## src/rtl/doodle_pkg.sv

```systemverilog
// Shared types and constants for the PS/2 keyboard receiver.
// Holds the frame FSM state encoding, PS/2 prefix bytes and HID usage codes.
// No logic; imported by the receiver and its translation sub-module.
package doodle_pkg;

  // Frame receiver states
  typedef enum logic [1:0] {
    ST_IDLE   = 2'd0,
    ST_DATA   = 2'd1,
    ST_PARITY = 2'd2,
    ST_STOP   = 2'd3
  } ps2_state_e;

  // PS/2 set-2 prefix bytes
  localparam logic [7:0] PS2_EXT = 8'hE0;
  localparam logic [7:0] PS2_BRK = 8'hF0;

  // HID usage codes produced by the translator
  localparam logic [7:0] HID_NONE  = 8'h00;
  localparam logic [7:0] HID_A     = 8'h04;
  localparam logic [7:0] HID_D     = 8'h07;
  localparam logic [7:0] HID_S     = 8'h16;
  localparam logic [7:0] HID_W     = 8'h1A;
  localparam logic [7:0] HID_ENTER = 8'h28;
  localparam logic [7:0] HID_SPACE = 8'h2C;
  localparam logic [7:0] HID_RIGHT = 8'h4F;
  localparam logic [7:0] HID_LEFT  = 8'h50;
  localparam logic [7:0] HID_DOWN  = 8'h51;
  localparam logic [7:0] HID_UP    = 8'h52;

endpackage

```

## src/rtl/ps2_to_hid.sv

```systemverilog
// Translates a PS/2 set-2 scancode (with extended prefix flag) to a HID usage code.
// Latency: purely combinational.
// Backpressure: none; unmapped codes yield 00.
module ps2_to_hid
  import doodle_pkg::*;
(
  input  logic       ext,
  input  logic [7:0] code,
  output logic [7:0] hid
);

  // Lookup keyed on {ext, code} so E0-prefixed keys are distinct
  always_comb begin
    hid = HID_NONE;
    case ({ext, code})
      9'h01C:  hid = HID_A;
      9'h023:  hid = HID_D;
      9'h01D:  hid = HID_W;
      9'h01B:  hid = HID_S;
      9'h029:  hid = HID_SPACE;
      9'h05A:  hid = HID_ENTER;
      9'h16B:  hid = HID_LEFT;
      9'h174:  hid = HID_RIGHT;
      9'h175:  hid = HID_UP;
      9'h172:  hid = HID_DOWN;
      default: hid = HID_NONE;
    endcase
  end

endmodule

```

## src/rtl/ps2_keycode_rx.sv

```systemverilog
// PS/2 keyboard receiver: decodes frames and tracks the single held key as a HID code.
// Latency: Keycode updates 1 cycle after the synchronised stop-bit edge; key_valid 1 cycle later.
// Backpressure: none; the keyboard cannot be stalled, frames are consumed as they arrive.
module ps2_keycode_rx
  import doodle_pkg::*;
#(
  parameter int unsigned TIMEOUT_CYCLES = 5000
) (
  input  logic       Clock,
  input  logic       Reset,
  input  logic       ps2_clk,
  input  logic       ps2_data,
  output logic [7:0] Keycode,
  output logic       key_valid,
  output logic       frame_err
);

  localparam int TW = $clog2(TIMEOUT_CYCLES + 1);

  logic       clk_s1_q, clk_s2_q, clk_prev_q;
  logic       dat_s1_q, dat_s2_q;
  ps2_state_e state_q, state_d;
  logic [2:0] bit_cnt_q, bit_cnt_d;
  logic [7:0] shift_q, shift_d;
  logic       par_q, par_d;
  logic       ext_q, ext_d;
  logic       brk_q, brk_d;
  logic [TW-1:0] tout_q, tout_d;
  logic [7:0] keycode_q, keycode_d;
  logic       kv_pend_q, kv_pend_d;
  logic       key_valid_q;
  logic       frame_err_q, frame_err_d;

  logic       fall;
  logic       timeout_hit;
  logic       byte_ok;
  logic [7:0] hid;

  // Falling edge of the synchronised PS/2 clock (previous 1, current 0)
  assign fall = clk_prev_q & ~clk_s2_q;

  // Abort only after TIMEOUT_CYCLES full cycles with no edge while mid-frame
  assign timeout_hit = (state_q != ST_IDLE) && !fall &&
                       (tout_q == TW'(TIMEOUT_CYCLES - 1));

  // Translation sees the assembled byte and the current extended flag
  ps2_to_hid u_ps2_to_hid (
    .ext  (ext_q),
    .code (shift_q),
    .hid  (hid)
  );

  // Two-flop synchronisers plus edge-history flop; idle level of the bus is high
  always_ff @(posedge Clock or negedge Reset) begin
    if (!Reset) begin
      clk_s1_q   <= 1'b1;
      clk_s2_q   <= 1'b1;
      clk_prev_q <= 1'b1;
      dat_s1_q   <= 1'b1;
      dat_s2_q   <= 1'b1;
    end else begin
      clk_s1_q   <= ps2_clk;
      clk_s2_q   <= clk_s1_q;
      clk_prev_q <= clk_s2_q;
      dat_s1_q   <= ps2_data;
      dat_s2_q   <= dat_s1_q;
    end
  end

  // Frame, prefix and key state registers
  always_ff @(posedge Clock or negedge Reset) begin
    if (!Reset) begin
      state_q     <= ST_IDLE;
      bit_cnt_q   <= 3'd0;
      shift_q     <= 8'h00;
      par_q       <= 1'b0;
      ext_q       <= 1'b0;
      brk_q       <= 1'b0;
      tout_q      <= '0;
      keycode_q   <= HID_NONE;
      kv_pend_q   <= 1'b0;
      key_valid_q <= 1'b0;
      frame_err_q <= 1'b0;
    end else begin
      state_q     <= state_d;
      bit_cnt_q   <= bit_cnt_d;
      shift_q     <= shift_d;
      par_q       <= par_d;
      ext_q       <= ext_d;
      brk_q       <= brk_d;
      tout_q      <= tout_d;
      keycode_q   <= keycode_d;
      kv_pend_q   <= kv_pend_d;
      key_valid_q <= kv_pend_q;
      frame_err_q <= frame_err_d;
    end
  end

  // Frame FSM next-state, byte completion and key tracking
  always_comb begin
    state_d     = state_q;
    bit_cnt_d   = bit_cnt_q;
    shift_d     = shift_q;
    par_d       = par_q;
    ext_d       = ext_q;
    brk_d       = brk_q;
    keycode_d   = keycode_q;
    kv_pend_d   = 1'b0;
    frame_err_d = 1'b0;
    byte_ok     = 1'b0;

    // Watchdog counts idle cycles only while a frame is in flight
    if (state_q == ST_IDLE || fall) tout_d = '0;
    else                            tout_d = tout_q + TW'(1);

    case (state_q)
      ST_IDLE: begin
        if (fall && !dat_s2_q) begin
          state_d   = ST_DATA;
          bit_cnt_d = 3'd0;
        end
      end
      ST_DATA: begin
        if (fall) begin
          shift_d   = {dat_s2_q, shift_q[7:1]};
          bit_cnt_d = bit_cnt_q + 3'd1;
          if (bit_cnt_q == 3'd7) state_d = ST_PARITY;
        end
      end
      ST_PARITY: begin
        if (fall) begin
          par_d   = dat_s2_q;
          state_d = ST_STOP;
        end
      end
      ST_STOP: begin
        if (fall) begin
          state_d = ST_IDLE;
          if (dat_s2_q && (^{shift_q, par_q})) begin
            byte_ok = 1'b1;
          end else begin
            frame_err_d = 1'b1;
            ext_d       = 1'b0;
            brk_d       = 1'b0;
          end
        end
      end
      default: state_d = ST_IDLE;
    endcase

    if (byte_ok) begin
      if (shift_q == PS2_EXT) begin
        ext_d = 1'b1;
      end else if (shift_q == PS2_BRK) begin
        brk_d = 1'b1;
      end else begin
        ext_d = 1'b0;
        brk_d = 1'b0;
        // Only mapped keys can touch Keycode; repeats and foreign breaks are silent
        if (hid != HID_NONE) begin
          if (!brk_q && hid != keycode_q) begin
            keycode_d = hid;
            kv_pend_d = 1'b1;
          end else if (brk_q && hid == keycode_q) begin
            keycode_d = HID_NONE;
            kv_pend_d = 1'b1;
          end
        end
      end
    end

    if (timeout_hit) begin
      state_d     = ST_IDLE;
      frame_err_d = 1'b1;
      ext_d       = 1'b0;
      brk_d       = 1'b0;
    end
  end

  assign Keycode   = keycode_q;
  assign key_valid = key_valid_q;
  assign frame_err = frame_err_q;

endmodule

```

## config.mk

```make
export PLATFORM = sky130hd
export DESIGN_NAME = ps2_keycode_rx
export DESIGN_NICKNAME = d
export VERILOG_FILES = /design/src/rtl/doodle_pkg.sv /design/src/rtl/ps2_to_hid.sv /design/src/rtl/ps2_keycode_rx.sv
export SDC_FILE = /design/constraint.sdc
export NUM_CORES = 1
export LEC_CHECK = 0
export BUFFER_PORTS_ARGS = -buffer_cell sky130_fd_sc_hd__buf_2
export CAP_MARGIN = 20
export CELL_PAD_IN_SITES_DETAIL_PLACEMENT = 0
export CELL_PAD_IN_SITES_GLOBAL_PLACEMENT = 2
export CORE_ASPECT_RATIO = 1.4
export CORE_MARGIN = 3
export CORE_UTILIZATION = 42
export CTS_CLUSTER_SIZE = 24
export DETAILED_ROUTE_END_ITERATION = 6
export PLACE_DENSITY_LB_ADDON = 0.1
export REMOVE_ABC_BUFFERS = 1
export SYNTH_ARGS = -nofsm -noshare
export SYNTH_HDL_FRONTEND = slang
export SYNTH_HIERARCHICAL = 1
export SYNTH_SLANG_ARGS = --single-unit
export TNS_END_PERCENT = 10
```

## constraint.sdc

```tcl
create_clock -name Clock -period 4 [get_ports Clock]
set_input_delay 0.6 -clock Clock [delete_from_list [all_inputs] [get_ports Clock]]
set_output_delay 0.6 -clock Clock [all_outputs]
set_load 0.02 [all_outputs]
```

# ---- Word level (Yosys, flattened, before mapping)
# Index checks and enable logic that the tools add are counted.
dict set report word_totals {
  output_inout_bits 10
  mem_bits_ro 0
  mem_bits_rw 0
  wordCells 110
  in_bits 4
  reg_bits 45
  memories 0
  latch_bits 0
}
dict set report op_classes {
  n_eq_ne 26
  div 0
  n_shift 0
  bitwise 4
  magnitude_cmp 0
  add_sub_neg 2
  mux 41
  reduce_logical 21
  multipliers 0
}
# cell n
set ops {}
lappend ops {{$pmux W7 S10} 1}
lappend ops {{$eq A9 B9 Y1 const B} 4}
lappend ops {{$eq A9 B5 Y1 const B} 3}
lappend ops {{$mux W1} 27}
lappend ops {{$eq A9 B6 Y1 const B} 2}
lappend ops {{$eq A8 B8 Y1 const B} 2}
lappend ops {{$mux W8} 2}
lappend ops {{$add A13 B1 Y13 const B} 1}
lappend ops {{$eq A13 B13 Y1 const B} 1}
lappend ops {{$mux W13} 1}
lappend ops {{$mux W2} 6}
lappend ops {{$ne A3 B3 Y1 const B} 4}
lappend ops {{$reduce_and A5 Y1} 2}
lappend ops {{$eq A9 B7 Y1 const B} 1}
lappend ops {{$reduce_xor A9 Y1} 1}
lappend ops {{$eq A8 B8 Y1} 1}
lappend ops {{$ne A8 B8 Y1} 1}
lappend ops {{$pmux W2 S4} 1}
lappend ops {{$reduce_bool A8 Y1} 1}
lappend ops {{$logic_and A1 B1 Y1} 6}
lappend ops {{$mux W3} 2}
lappend ops {{$pmux W3 S2} 1}
lappend ops {{$reduce_bool A2 Y1} 3}
lappend ops {{$eq A2 B2 Y1 const B} 2}
lappend ops {{other kinds (13)} 18}

# ---- Depth between registers and ports, before layout
# Gate-level depths: netlist of the first run.
dict set report logic_depth {
  word_depth 10
  depth_mapped 12
  ltp_nobuf 10
}

# ---- Cells and area by module
# The synthesis of the first run kept the hierarchy.
# module cells_per_inst area_each_um2 n_inst seq_area_each_um2
set modules_own_cells {}
lappend modules_own_cells {ps2_keycode_rx 208 2205.9 1 1132.3}
lappend modules_own_cells {ps2_to_hid 43 304.0 1 0.0}

# ---- Worst setup path after synthesis of the first run
# Ideal clock, no wire load.
dict set report synth_timing {
  kind {reg-to-reg}
  startpoint {register shift_q[6]}
  endpoint {register keycode_q[0], in the netlist Keycode[0]}
  arrival_ns 2.459
  path_buffers 2
  setup_slack_ns 1.418
  synth_period_minus_slack_ns 2.582
  setup_time_ns 0.123
  t_required_ns 3.877
  path_stages_with_launch 13
  cell_sequence {dfrtp_1 -> and4b_2 -> buf_2 -> a22oi_1 -> o221ai_1 -> xor2_1 -> nor4_1 -> nand2_1 -> ha_1 -> nor2_1 -> nand4_1 -> buf_6 -> mux2i_1}
}
dict set report synth_between {
  elab_chain_len 6
  word_cells_on_any_way 28
  cone_classes {eq/ne: 14; mux: 5; bitwise: 2; reduce/logical: 7}
}
# item line
set synth_rtl {}
lappend synth_rtl {{start, declared} ps2_keycode_rx.sv:24} ;# logic [7:0] shift_q, shift_d;
lappend synth_rtl {{start signal, assigned} ps2_keycode_rx.sv:87} ;# shift_q <= shift_d;
lappend synth_rtl {{$eq A9 B9 Y1 (tied with other cells)} ps2_to_hid.sv:15} ;# case ({ext, code})
lappend synth_rtl {{$pmux W7 S10 *} ps2_to_hid.sv:15}
lappend synth_rtl {{via hid[3]} ps2_keycode_rx.sv:37} ;# logic [7:0] hid;
lappend synth_rtl {{$ne A8 B8 Y1 / $eq A8 B8 Y1 (equally long branches)} {ps2_keycode_rx.sv:161, ps2_keycode_rx.sv:164}}
lappend synth_rtl {{$logic_and A1 B1 Y1, on equally long branches} {ps2_keycode_rx.sv:161, ps2_keycode_rx.sv:164}}
lappend synth_rtl {{$reduce_bool A2 Y1 (no line)} n/a}
lappend synth_rtl {{$reduce_and A5 Y1 (no line)} n/a}
lappend synth_rtl {{end signal, assigned} ps2_keycode_rx.sv:92} ;# keycode_q <= keycode_d;
lappend synth_rtl {{end, declared} ps2_keycode_rx.sv:29} ;# logic [7:0] keycode_q, keycode_d;
# Mark *: on every way through the listed nets, which the timed path passes. The rest lies on a longest branch.
# A chain may end at the register's enable or synchronous reset.

# ---- Final worst setup path of the first run
dict set report layout_timing {
  startpoint {register shift_q[4]}
  endpoint {register keycode_q[0], in the netlist Keycode[0]}
}
# Same word-level chain as after synthesis.

==> metrics.csv, run 1 <==
stage,metric,value,unit
pwr,swShare,37.7,%
synth,synth.avg_cell_area,10.0,um2
setup_path,cp-start-kind,flop,
final_layout,insertedDiodeCount,0,
detailed_routing,drt-pass1-iter-count,4,
place,port_buffers,13,
setup_path,cp-end-kind,flop,
clock_tree,clkSinkCount,45,
die,start_util,44.5,%
setup_path,crit_path_cell_trace,"nor3b_1, a22oi_1, o221ai_1, xor2_1, nor4_1, nand2_1, ha_1, nor2_1, nand4_1, mux2i_1",
clock_tree,cts_tree,built,
die,dieArea,6950,um2
pwr,vdd_ir_drop_max,0.336,mV
clock_tree,clock_latency,0.29,ns
pwr,p_sw,0.000630,W
final_layout,area_growth_syn_to_layout,9.82,%
pwr,power.density,607,nW/um2
final_layout,fill_cells,550,
synth,ys_types,51,
global_route,grt_pass1_wl,8880,um
die,die_h,97.5,um
sta,setup-tns-final,0,ns
detailed_routing,wire_per_inst,14.9,um
clock_tree,ctsHoldBuffers,0,
clock_tree,post_cts_buffers,0,
final_layout,final_util,48.8,%
final_layout,drive_above_1_share,15.8,%
clock_tree,htreeDepth,2,
sta,tightest_slew,0.595,ns
die,fp-row-count,32,
pwr,combPwrFrac,36.8,%
sta,finalMaxSlewViolations,0,
place,place_hpwl,3510,um
detailed_routing,drtAntennaViolNets,0,
die,die_w,71.3,um
place,globalplace.congestion,0.798,
detailed_routing,drc,0,
job,cap_violations,0,
global_route,grt_usage,15.7,%
clock_tree,clk_path_buf_depth,2,
setup_path,critPathSlowestCell,dfrtp_1,
synth,ys_ff_latch,45,
detailed_routing,routed_via_density,5.29,
final_layout,layout_common_cells,"40 x dfrtp_1, 24 x nand2_1, 22 x nor2_1, 16 x xor2_1, 15 x o21ai_0",
sta,finalHoldWorstSlack,0.139,ns
synth,synth_ff_type,dfrtp_1,
min_path,min_path_type,input port to asynchronous set/reset pin,
clock_tree,cts_buffers,5,
synth,synth-seq-area-share,45.1,%
synth,syn_inst,251,
final_layout,fin_area,2760,um2
pwr,p_int,0.00104,W
clock_tree,root_buffer,clkbuf_8,
pwr,clkPwrFrac,20.6,%
place,post_dp_cell_area,2630,um2
sta,hold_viol,0,
synth,netlist_area,2510,um2
final_layout,layout_commonest_cell,dfrtp_1,
synth,synth-edff-count,0,
global_route,grt_pass1_vias,1825,
setup_path,cp_max_fo,14,
detailed_routing,vias,1768,
place,dp_slack,0.546,ns
synth,async_flop_share,100,%
sta,rsz0062_at_grt,no,
sta,min_period,3.45,ns
die,ios,14,
sta,clock_skew,0.00691,ns
sta,period_share,86.3,%
clock_tree,cts_resized,0,
global_route,grt_overflow,0,
global_route,grt_max_degree,46,
setup_path,max_stage_delay,0.59,ns
run_status,status,"finished, final reports clean",
detailed_routing,wl,4970,um
clock_tree,clk_transition_reported_paths,0.09,ns
sta,maxSlewHeadroom,60.2,%
setup_path,crit_required,4.21,ns
pwr,pwr-share-seq,42.6,%
synth,ys_warn_count,6,
pwr,p_leak,1.27,nW
die,core,5650,um2
final_layout,nNetsFinal,278,
setup_path,arrival,3.66,ns
detailed_routing,dr.first_iter.drc_count,123,
sta,timing.final.ws_setup,0.548,ns
sta,fmax,0.290,GHz
sta,setup_viol_count_final,0,
setup_path,critPathKind,flop to flop,
global_route,antenna_found_initial,0,
==> synthesized netlist by cell type (2+ instances only) <==
cell type	number	area share, %
nand2b_1	3	0.75
dfstp_2	5	5.2
nand3_1	11	2.2
dfrtp_1	40	40
mux2i_1	8	3.2
o21ai_0	15	3.0
nand4_1	6	1.5
ha_1	9	4.5
a21boi_0	2	0.60
nor2_1	22	3.3
clkbuf_1	4	0.60
a21oi_1	3	0.60
inv_1	14	2.1
xor2_1	16	5.6
and3b_1	2	0.70
nor4_1	6	1.5
nor2b_1	6	1.5
mux2_2	7	3.1
nor3b_1	5	1.5
o2111ai_1	2	0.70
o211ai_1	3	0.90
a22oi_1	3	0.90
xnor2_1	7	2.4
nand4b_1	2	0.70
nand2_1	24	3.6
==> kinds of logic (layout without fill, tap and decap cells) <==
kind of cell    Yosys count  after routing  share of synthesized area (%)
xor+xnor                 25             25                           9.57
buf+inv                  22             37                           3.79
other cells               1              1                          0.149
compound gates           36             36                           9.22
flops                    45             45                           45.1
fa+ha+maj                 9              9                           4.49
mux                      15             15                           6.33
simple gates             98             98                           21.3
==> flip-flops by register name, indices dropped and copies added, names as in the netlist, 2 cells and up <==
| register | flops |
|---|---|
| shift_q | 8 |
| bit_cnt_q | 3 |
| tout_q | 13 |
| Keycode | 8 |
| state_q | 2 |
==> worst max-delay path, delay by kind of cell, from the launching register on <==
| family | cells | cell delay, ns |
|---|---|---|
| mux | 1 | 0.34 |
| compound gates | 2 | 0.58 |
| fa+ha+maj | 1 | 0.28 |
| flops | 1 | 0.59 |
| xor+xnor | 1 | 0.11 |
| simple gates | 5 | 1.45 |
==> through the flow <==
stage / instances / power (W)
final: 334 / 0.00167
after global routing: 334 / 0.00182
after CTS: 333 / 0.00170
after detailed placement: 325 / 0.00134
after global placement: 325 / 0.00134
after floorplan: 243 / 0.00117
==> power groups by stage <==
| stage | Clock [W] | Combinational, W | Sequential (W) |
|---|---|---|---|
| 6_report | 0.000345 | 0.000615 | 0.000712 |
| 5_1_grt | 0.000379 | 0.000703 | 0.000740 |
| 4_1_cts | 0.000364 | 0.000620 | 0.000714 |
| 3_5_place_dp | 0 | 0.000616 | 0.000724 |
| 3_3_place_gp | 0 | 0.000624 | 0.000720 |
| 2_1_floorplan | 0 | 0.000443 | 0.000725 |
==> path summary, 6_finish.rpt <==
kind	cells after the start	slack (ns)	end	startpoint
hold reg to reg	0	0.35	key_valid	kv_pend_q
setup / recovery	10	0.55	Keycode[0]	shift_q[4]
max in group asynchronous	2	3.33	dat_s1_q	Reset
setup reg to reg	10	0.55	Keycode[0]	shift_q[4]
min in group Clock	0	0.35	key_valid	kv_pend_q
hold / removal	1	0.14	shift_q[2]	Reset
==> per-layer routing <==
metal  vias up  track usage, %  wire (um)
met4         0            5.64         54
met2        23            25.5       2500
met3         6            3.00        104
met5         -               0          0
met1       840            20.6       2310
li1        899               -          -
==> layout make-up <==
type                            instances  area, um2  area share (%)
Clock buffer                            6       72.6            2.63
Clock inverter                          2       38.8            1.41
Inverter                               14       52.6            1.91
Multi-Input combinational cell        184       1280            46.5
Sequential cell                        45       1130            41.1
Tap cell                               68       85.1            3.09
Timing Repair Buffer                   15       92.6            3.36
Note: power is estimated with default switching activity, not from simulation.
==> inputs of run 2 (changes only) <==
--- a/config.mk
+++ b/config.mk
@@ -10,12 +10,11 @@
 export CELL_PAD_IN_SITES_DETAIL_PLACEMENT = 0
 export CELL_PAD_IN_SITES_GLOBAL_PLACEMENT = 2
 export CORE_ASPECT_RATIO = 1.4
-export CORE_MARGIN = 3
+export CORE_MARGIN = 5
 export CORE_UTILIZATION = 42
 export CTS_CLUSTER_SIZE = 24
 export DETAILED_ROUTE_END_ITERATION = 6
-export PLACE_DENSITY_LB_ADDON = 0.1
-export REMOVE_ABC_BUFFERS = 1
+export PLACE_DENSITY = 0.89
 export SYNTH_ARGS = -nofsm -noshare
 export SYNTH_HDL_FRONTEND = slang
 export SYNTH_HIERARCHICAL = 1
==> run 2 against run 1 <==
Total power down 5.2%. Highest routed layer unchanged. Critical path depth unchanged. Die area up 9.9%. Global-route usage down 2.0 points. Count of clock-buffer cells in the layout unchanged. Final area down 0.95%. Register-to-register slack better by 0.04 ns. First-iteration DRC count down 55%. Routed wire length down 4.0%. Combinational power down 1%. Hold slack better by 0.091 ns. Sequential power about the same.
==> metrics.csv, run 2 (synthesis gave the netlist of run 1 again) <==
stage,metric,value,unit,change
run_status,status,"finished, final reports clean",,unchanged
pwr,pwr-share-seq,44.7,%,was 42.6%
global_route,grt_pass1_vias,1872,,was 1825
final_layout,fill_cells,544,,was 550
clock_tree,root_buffer,clkbuf_8,,unchanged
global_route,grt_pass1_wl,8280,um,was 8880 um
detailed_routing,dr.first_iter.drc_count,55,,was 123
setup_path,max_stage_delay,0.59,ns,about the same
sta,maxSlewHeadroom,59.8,%,was 60.2%
die,core,5820,um2,was 5650 um2
die,ios,14,,unchanged
detailed_routing,vias,1805,,was 1768
setup_path,cp-end-kind,flop,,unchanged
setup_path,r2r_end,Keycode[7],,was Keycode[0]
final_layout,nNetsFinal,278,,unchanged
setup_path,r2r-start,shift_q[4],,unchanged
clock_tree,clock_latency,0.29,ns,about the same
sta,tightest_slew,0.601,ns,was 0.595 ns
clock_tree,cts_tree,built,,unchanged
sta,rsz0062_at_grt,no,,unchanged
global_route,grt_usage,13.8,%,was 15.7%
final_layout,final_cells,336,,was 334
place,globalplace.congestion,0.791,,was 0.798
pwr,p_leak,1.26,nW,was 1.27 nW
pwr,swShare,38.5,%,was 37.7%
sta,fmax,0.293,GHz,was 0.290 GHz
pwr,power.density,581,nW/um2,was 607 nW/um2
clock_tree,cts_buffers,5,,unchanged
detailed_routing,top_layer_used,met4,,unchanged
final_layout,layout_commonest_cell,dfrtp_1,,unchanged
setup_path,cp-start-kind,flop,,unchanged
pwr,p_int,0.000975,W,was 0.00104 W
clock_tree,htreeDepth,2,,unchanged
final_layout,regMostFlops,tout_q,,unchanged
setup_path,path_buf_inv,0,,unchanged
final_layout,regArea,1130,um2,unchanged
clock_tree,cts_resized,0,,unchanged
setup_path,critPathSlowestCell,dfrtp_1,,unchanged
setup_path,worstRegToRegCells,10,,unchanged
die,fp-row-count,33,,was 32
pwr,vdd_ir_drop_max,0.290,mV,was 0.336 mV
detailed_routing,wl,4770,um,was 4970 um
job,cap_violations,0,,unchanged
global_route,grt_overflow,0,,unchanged
pwr,clkPwrFrac,16.9,%,was 20.6%
detailed_routing,drtAntennaViolNets,0,,unchanged
clock_tree,post_cts_buffers,0,,unchanged
setup_path,crit_path_cell_trace,"nor3b_1, a22oi_1, o221ai_1, xor2_1, nor4_1, nand2_1, ha_1, nor2_1, nand4_1, mux2i_1",,unchanged
place,port_buffers,13,,unchanged
final_layout,largest_reg_flops,13,,unchanged
clock_tree,clk_path_buf_depth,2,,unchanged
setup_path,rrSetupSlack,0.59,ns,was 0.55 ns
sta,clock_skew,0.00895,ns,was 0.00691 ns
setup_path,worst-path-stages,10,,unchanged
place,place_inst,327,,was 325
sta,min_period,3.41,ns,was 3.45 ns
detailed_routing,drc,0,,unchanged
sta,period_share,85.3,%,was 86.3%
detailed_routing,drt-pass1-iter-count,4,,unchanged
setup_path,cp_max_fo,14,,unchanged
final_layout,multi_input_area,1280,um2,unchanged
synth,syn_nets,264,,
setup_path,critPathTopFamily,simple AND/OR/NAND/NOR gates,,unchanged
final_layout,drive_above_1_share,15.8,%,unchanged
sta,hold_viol,0,,unchanged
setup_path,critPathKind,flop to flop,,unchanged
die,start_util,43.1,%,was 44.5%
sta,setup_viol_count_final,0,,unchanged
setup_path,arrival,3.56,ns,was 3.66 ns
pwr,combPwrFrac,38.4,%,was 36.8%
setup_path,crit_required,4.15,ns,was 4.21 ns
final_layout,insertedDiodeCount,0,,unchanged
clock_tree,clkSinkCount,45,,unchanged
sta,finalMaxSlewViolations,0,,unchanged
detailed_routing,drt-met1-wl,1910,um,was 2310 um
pwr,p_sw,0.000610,W,was 0.000630 W
die,dieArea,7640,um2,was 6950 um2
place,place_hpwl,3460,um,was 3510 um
die,die_w,75.3,um,was 71.3 um
setup_path,crit_end,Keycode[7],,was Keycode[0]
detailed_routing,met3_length,154,um,was 104 um
global_route,antenna_found_initial,0,,unchanged
clock_tree,clk_transition_reported_paths,0.08,ns,was 0.09 ns
setup_path,startpoint,shift_q[4],,unchanged
die,die_h,101,um,was 97.5 um
clock_tree,ctsHoldBuffers,0,,unchanged
min_path,min_path_type,input port to asynchronous set/reset pin,,unchanged
global_route,grt_max_degree,46,,unchanged
final_layout,layout_common_cells,"40 x dfrtp_1, 24 x nand2_1, 22 x nor2_1, 16 x xor2_1, 15 x o21ai_0",,unchanged
detailed_routing,wire_per_inst,14.2,um,was 14.9 um
detailed_routing,routed_via_density,5.37,,was 5.29
final_layout,area_growth_syn_to_layout,8.77,%,was 9.82%
detailed_routing,met2_wirelength,2580,um,was 2500 um
sta,setup-tns-final,0,ns,unchanged
## run 2: per-layer routing
metal	up-vias	GRT usage (%)
li1	903	-
met1	863	14.9
met2	28	24.8
met3	11	2.88
met4	0	6.46
met5	-	0
## run 2: stage by stage
step	cell area (um2)	power (W)	util, %	hold slack [ns]	worst slack, ns
2_1_floorplan	2510	0.00118	-	0.304	1.42
3_3_place_gp	2630	0.00133	45.1	0.332	0.517
3_5_place_dp	2630	0.00133	45.1	0.336	0.557
5_1_grt	2730	0.00172	46.9	0.248	0.186
6_report	2730	0.00158	46.9	0.230	0.588
4_1_cts	2710	0.00161	46.6	0.354	0.522
## run 2: final cells by class
| cell class | instances | area share (%) |
|---|---|---|
| well taps | 70 | 3.21 |
| clock buffers | 6 | 2.66 |
| clock inverters | 2 | 0.367 |
| inverters | 14 | 1.92 |
| repair buffers | 15 | 3.39 |
| flip-flops and latches | 45 | 41.5 |
| multi-input cells | 184 | 47.0 |
## run 2: power by group through the flow
stage	clock network (W)	registers [W]	logic, W
after global placement	0	0.000718	0.000608
after detailed placement	0	0.000722	0.000612
final	0.000267	0.000709	0.000608
after CTS	0.000285	0.000712	0.000615
after global routing	0.000303	0.000735	0.000685
after floorplan	0	0.000725	0.000452
## run 2: how the worst min path moves through the flow
stage	start	end	slack, ns	cells after the start
final	Reset	Keycode[0]	0.23	1
after detailed placement	kv_pend_q	key_valid	0.34	0
after global placement	kv_pend_q	key_valid	0.33	0
after CTS	kv_pend_q	key_valid	0.35	0
after floorplan	Reset	Keycode[0]	0.30	0
after global routing	Reset	Keycode[0]	0.25	1
==> inputs of run 3 (changes only) <==
--- a/config.mk
+++ b/config.mk
@@ -14,7 +14,7 @@
 export CORE_UTILIZATION = 42
 export CTS_CLUSTER_SIZE = 24
 export DETAILED_ROUTE_END_ITERATION = 6
-export PLACE_DENSITY = 0.89
+export PLACE_DENSITY_LB_ADDON = 0.1
 export SYNTH_ARGS = -nofsm -noshare
 export SYNTH_HDL_FRONTEND = slang
 export SYNTH_HIERARCHICAL = 1
==> run 3 against run 2 <==
Cell count is 0.30% higher. Sequential share of layout area down 0.28 points. Routed wire length increased by 7.5%. Critical path type unchanged. Total power rose by 2.4%. Register-to-register slack better by 0.07 ns. Highest routed layer unchanged. Final area increased by 0.69%. Critical endpoint is now Keycode[6]. Flip-flop and latch count unchanged. Sequential power up 1%. Hold slack worse by 0.10 ns. Combinational power about the same.
==> metrics.csv, run 3 (synthesis gave the netlist of run 1 again) <==
stage,metric,value,unit,change
run_status,status,"finished, final reports clean",,unchanged
clock_tree,clock_latency,0.31,ns,was 0.29 ns
setup_path,critPathSlowestCell,dfrtp_1,,unchanged
setup_path,cp-start-kind,flop,,unchanged
setup_path,cp_max_fo,14,,unchanged
final_layout,insertedDiodeCount,0,,unchanged
pwr,power.density,590,nW/um2,was 581 nW/um2
sta,setup_viol_count_final,0,,unchanged
final_layout,layout_commonest_cell,dfrtp_1,,unchanged
die,dieArea,7640,um2,unchanged
setup_path,cp-end-kind,flop,,unchanged
setup_path,path_buf_inv,0,,unchanged
detailed_routing,dr.first_iter.drc_count,75,,was 55
final_layout,area_growth_syn_to_layout,9.52,%,was 8.77%
sta,clock_skew,0.0162,ns,was 0.00895 ns
clock_tree,cts_buffers,5,,unchanged
min_path,min_path_type,input port to asynchronous set/reset pin,,unchanged
sta,finalHoldWorstSlack,0.128,ns,was 0.230 ns
setup_path,critPathTopFamily,simple AND/OR/NAND/NOR gates,,unchanged
global_route,antenna_found_initial,0,,unchanged
sta,setup-tns-final,0,ns,unchanged
detailed_routing,met2_wirelength,2720,um,was 2580 um
clock_tree,cts_resized,0,,unchanged
detailed_routing,wire_per_inst,15.2,um,was 14.2 um
global_route,grt_usage,14.5,%,was 13.8%
global_route,grt_max_degree,46,,unchanged
clock_tree,clkSinkCount,45,,unchanged
die,die_w,75.3,um,unchanged
clock_tree,root_buffer,clkbuf_8,,unchanged
pwr,vdd_ir_drop_max,0.280,mV,was 0.290 mV
die,fp-row-count,33,,unchanged
pwr,p_leak,1.26,nW,about the same
sta,rsz0062_at_grt,no,,unchanged
detailed_routing,drt-pass1-iter-count,4,,unchanged
clock_tree,cts_tree,built,,unchanged
die,core,5820,um2,unchanged
final_layout,nNetsFinal,279,,was 278
place,dp_slack,0.639,ns,was 0.557 ns
sta,timing.final.ws_setup,0.662,ns,was 0.588 ns
setup_path,arrival,3.56,ns,about the same
setup_path,crit_required,4.23,ns,was 4.15 ns
place,globalplace.congestion,0.849,,was 0.791
detailed_routing,wl,5130,um,was 4770 um
global_route,grt_overflow,0,,unchanged
synth,syn_nets,264,,unchanged
detailed_routing,routed_via_density,5.38,,was 5.37
clock_tree,htreeDepth,2,,unchanged
final_layout,largest_reg_flops,13,,unchanged
place,port_buffers,13,,unchanged
detailed_routing,drt-met1-wl,2190,um,was 1910 um
sta,maxSlewHeadroom,51.0,%,was 59.8%
final_layout,layout_common_cells,"40 x dfrtp_1, 24 x nand2_1, 22 x nor2_1, 16 x xor2_1, 15 x o21ai_0",,unchanged
clock_tree,post_cts_buffers,0,,unchanged
setup_path,critPathKind,flop to flop,,unchanged
die,start_util,43.1,%,unchanged
job,cap_violations,0,,unchanged
sta,fmax,0.300,GHz,was 0.293 GHz
clock_tree,ctsHoldBuffers,0,,unchanged
setup_path,max_stage_delay,0.62,ns,was 0.59 ns
detailed_routing,drtAntennaViolNets,0,,unchanged
clock_tree,clk_path_buf_depth,2,,unchanged
global_route,grt_pass1_wl,8620,um,was 8280 um
detailed_routing,drc,0,,unchanged
die,ios,14,,unchanged
sta,finalMaxSlewViolations,0,,unchanged
die,die_h,101,um,unchanged
final_layout,regMostFlops,tout_q,,unchanged
sta,hold_viol,0,,unchanged
detailed_routing,top_layer_used,met4,,unchanged
sta,tightest_slew,0.733,ns,was 0.601 ns
clock_tree,clk_transition_reported_paths,0.10,ns,was 0.08 ns
sta,min_period,3.34,ns,was 3.41 ns
place,place_hpwl,3600,um,was 3460 um
detailed_routing,vias,1814,,was 1805
final_layout,drive_above_1_share,16.5,%,was 15.8%
detailed_routing,met3_length,119,um,was 154 um
setup_path,crit_path_cell_trace,"nor3b_1, a22oi_1, o221ai_1, xor2_1, nor4_1, nand2_1, ha_1, nor2_1, nand4_1, mux2i_1",,unchanged
sta,period_share,83.4,%,was 85.3%
global_route,grt_pass1_vias,1789,,was 1872
-- run 3: cell count changes in the layout (fill, tap and decap cells not counted), sizes merged --
cell      delta
buf          +1
clkinv       -1
inv          +1
clkbuf       -1
clkinvlp     +1
-- run 3: metal layers --
layer	track usage [%]	up-vias
met2	25.0	20
met3	2.48	9
met5	0	-
li1	-	899
met1	17.8	886
met4	5.11	0
-- run 3: cell type report --
class	count	area, um2
Clock buffer	5	68.8
Timing Repair Buffer	16	100
Clock inverter	3	25.0
Multi-Input combinational cell	184	1280
Sequential cell	45	1130
Fill cell	567	3070
Inverter	14	52.6
Tap cell	70	87.6
-- run 3: path summary, 6_finish.rpt --
path,startpoint,to,slack (ns),depth (start not counted)
max,shift_q[4],Keycode[6],0.66,10
max reg2reg,shift_q[4],Keycode[6],0.66,10
min reg2reg,clk_s1_q,clk_s2_q,0.35,0
min,Reset,shift_q[1],0.13,1
min in group Clock,clk_s1_q,clk_s2_q,0.35,0
max in group asynchronous,Reset,dat_s1_q,3.36,2
-- run 3: through the flow --
stage | cell area (um2) | util (%) | cells | total power (W)
3_3_place_gp | 2640 | 45.3 | 328 | 0.00134
4_1_cts | 2730 | 46.9 | 336 | 0.00165
2_1_floorplan | 2510 | - | 251 | 0.00118
3_5_place_dp | 2640 | 45.3 | 328 | 0.00134
5_1_grt | 2750 | 47.2 | 337 | 0.00176
6_report | 2750 | 47.2 | 337 | 0.00162
-- run 3: report_power, final --
part,total (W),switching [W],leakage [nW],internal [W]
combinational,0.000611,0.000321,0.662,0.000290
sequential,0.000717,0.000152,0.558,0.000564
clock,0.000295,0.000169,0.0447,0.000126
total,0.00162,0.000642,1.26,0.000980
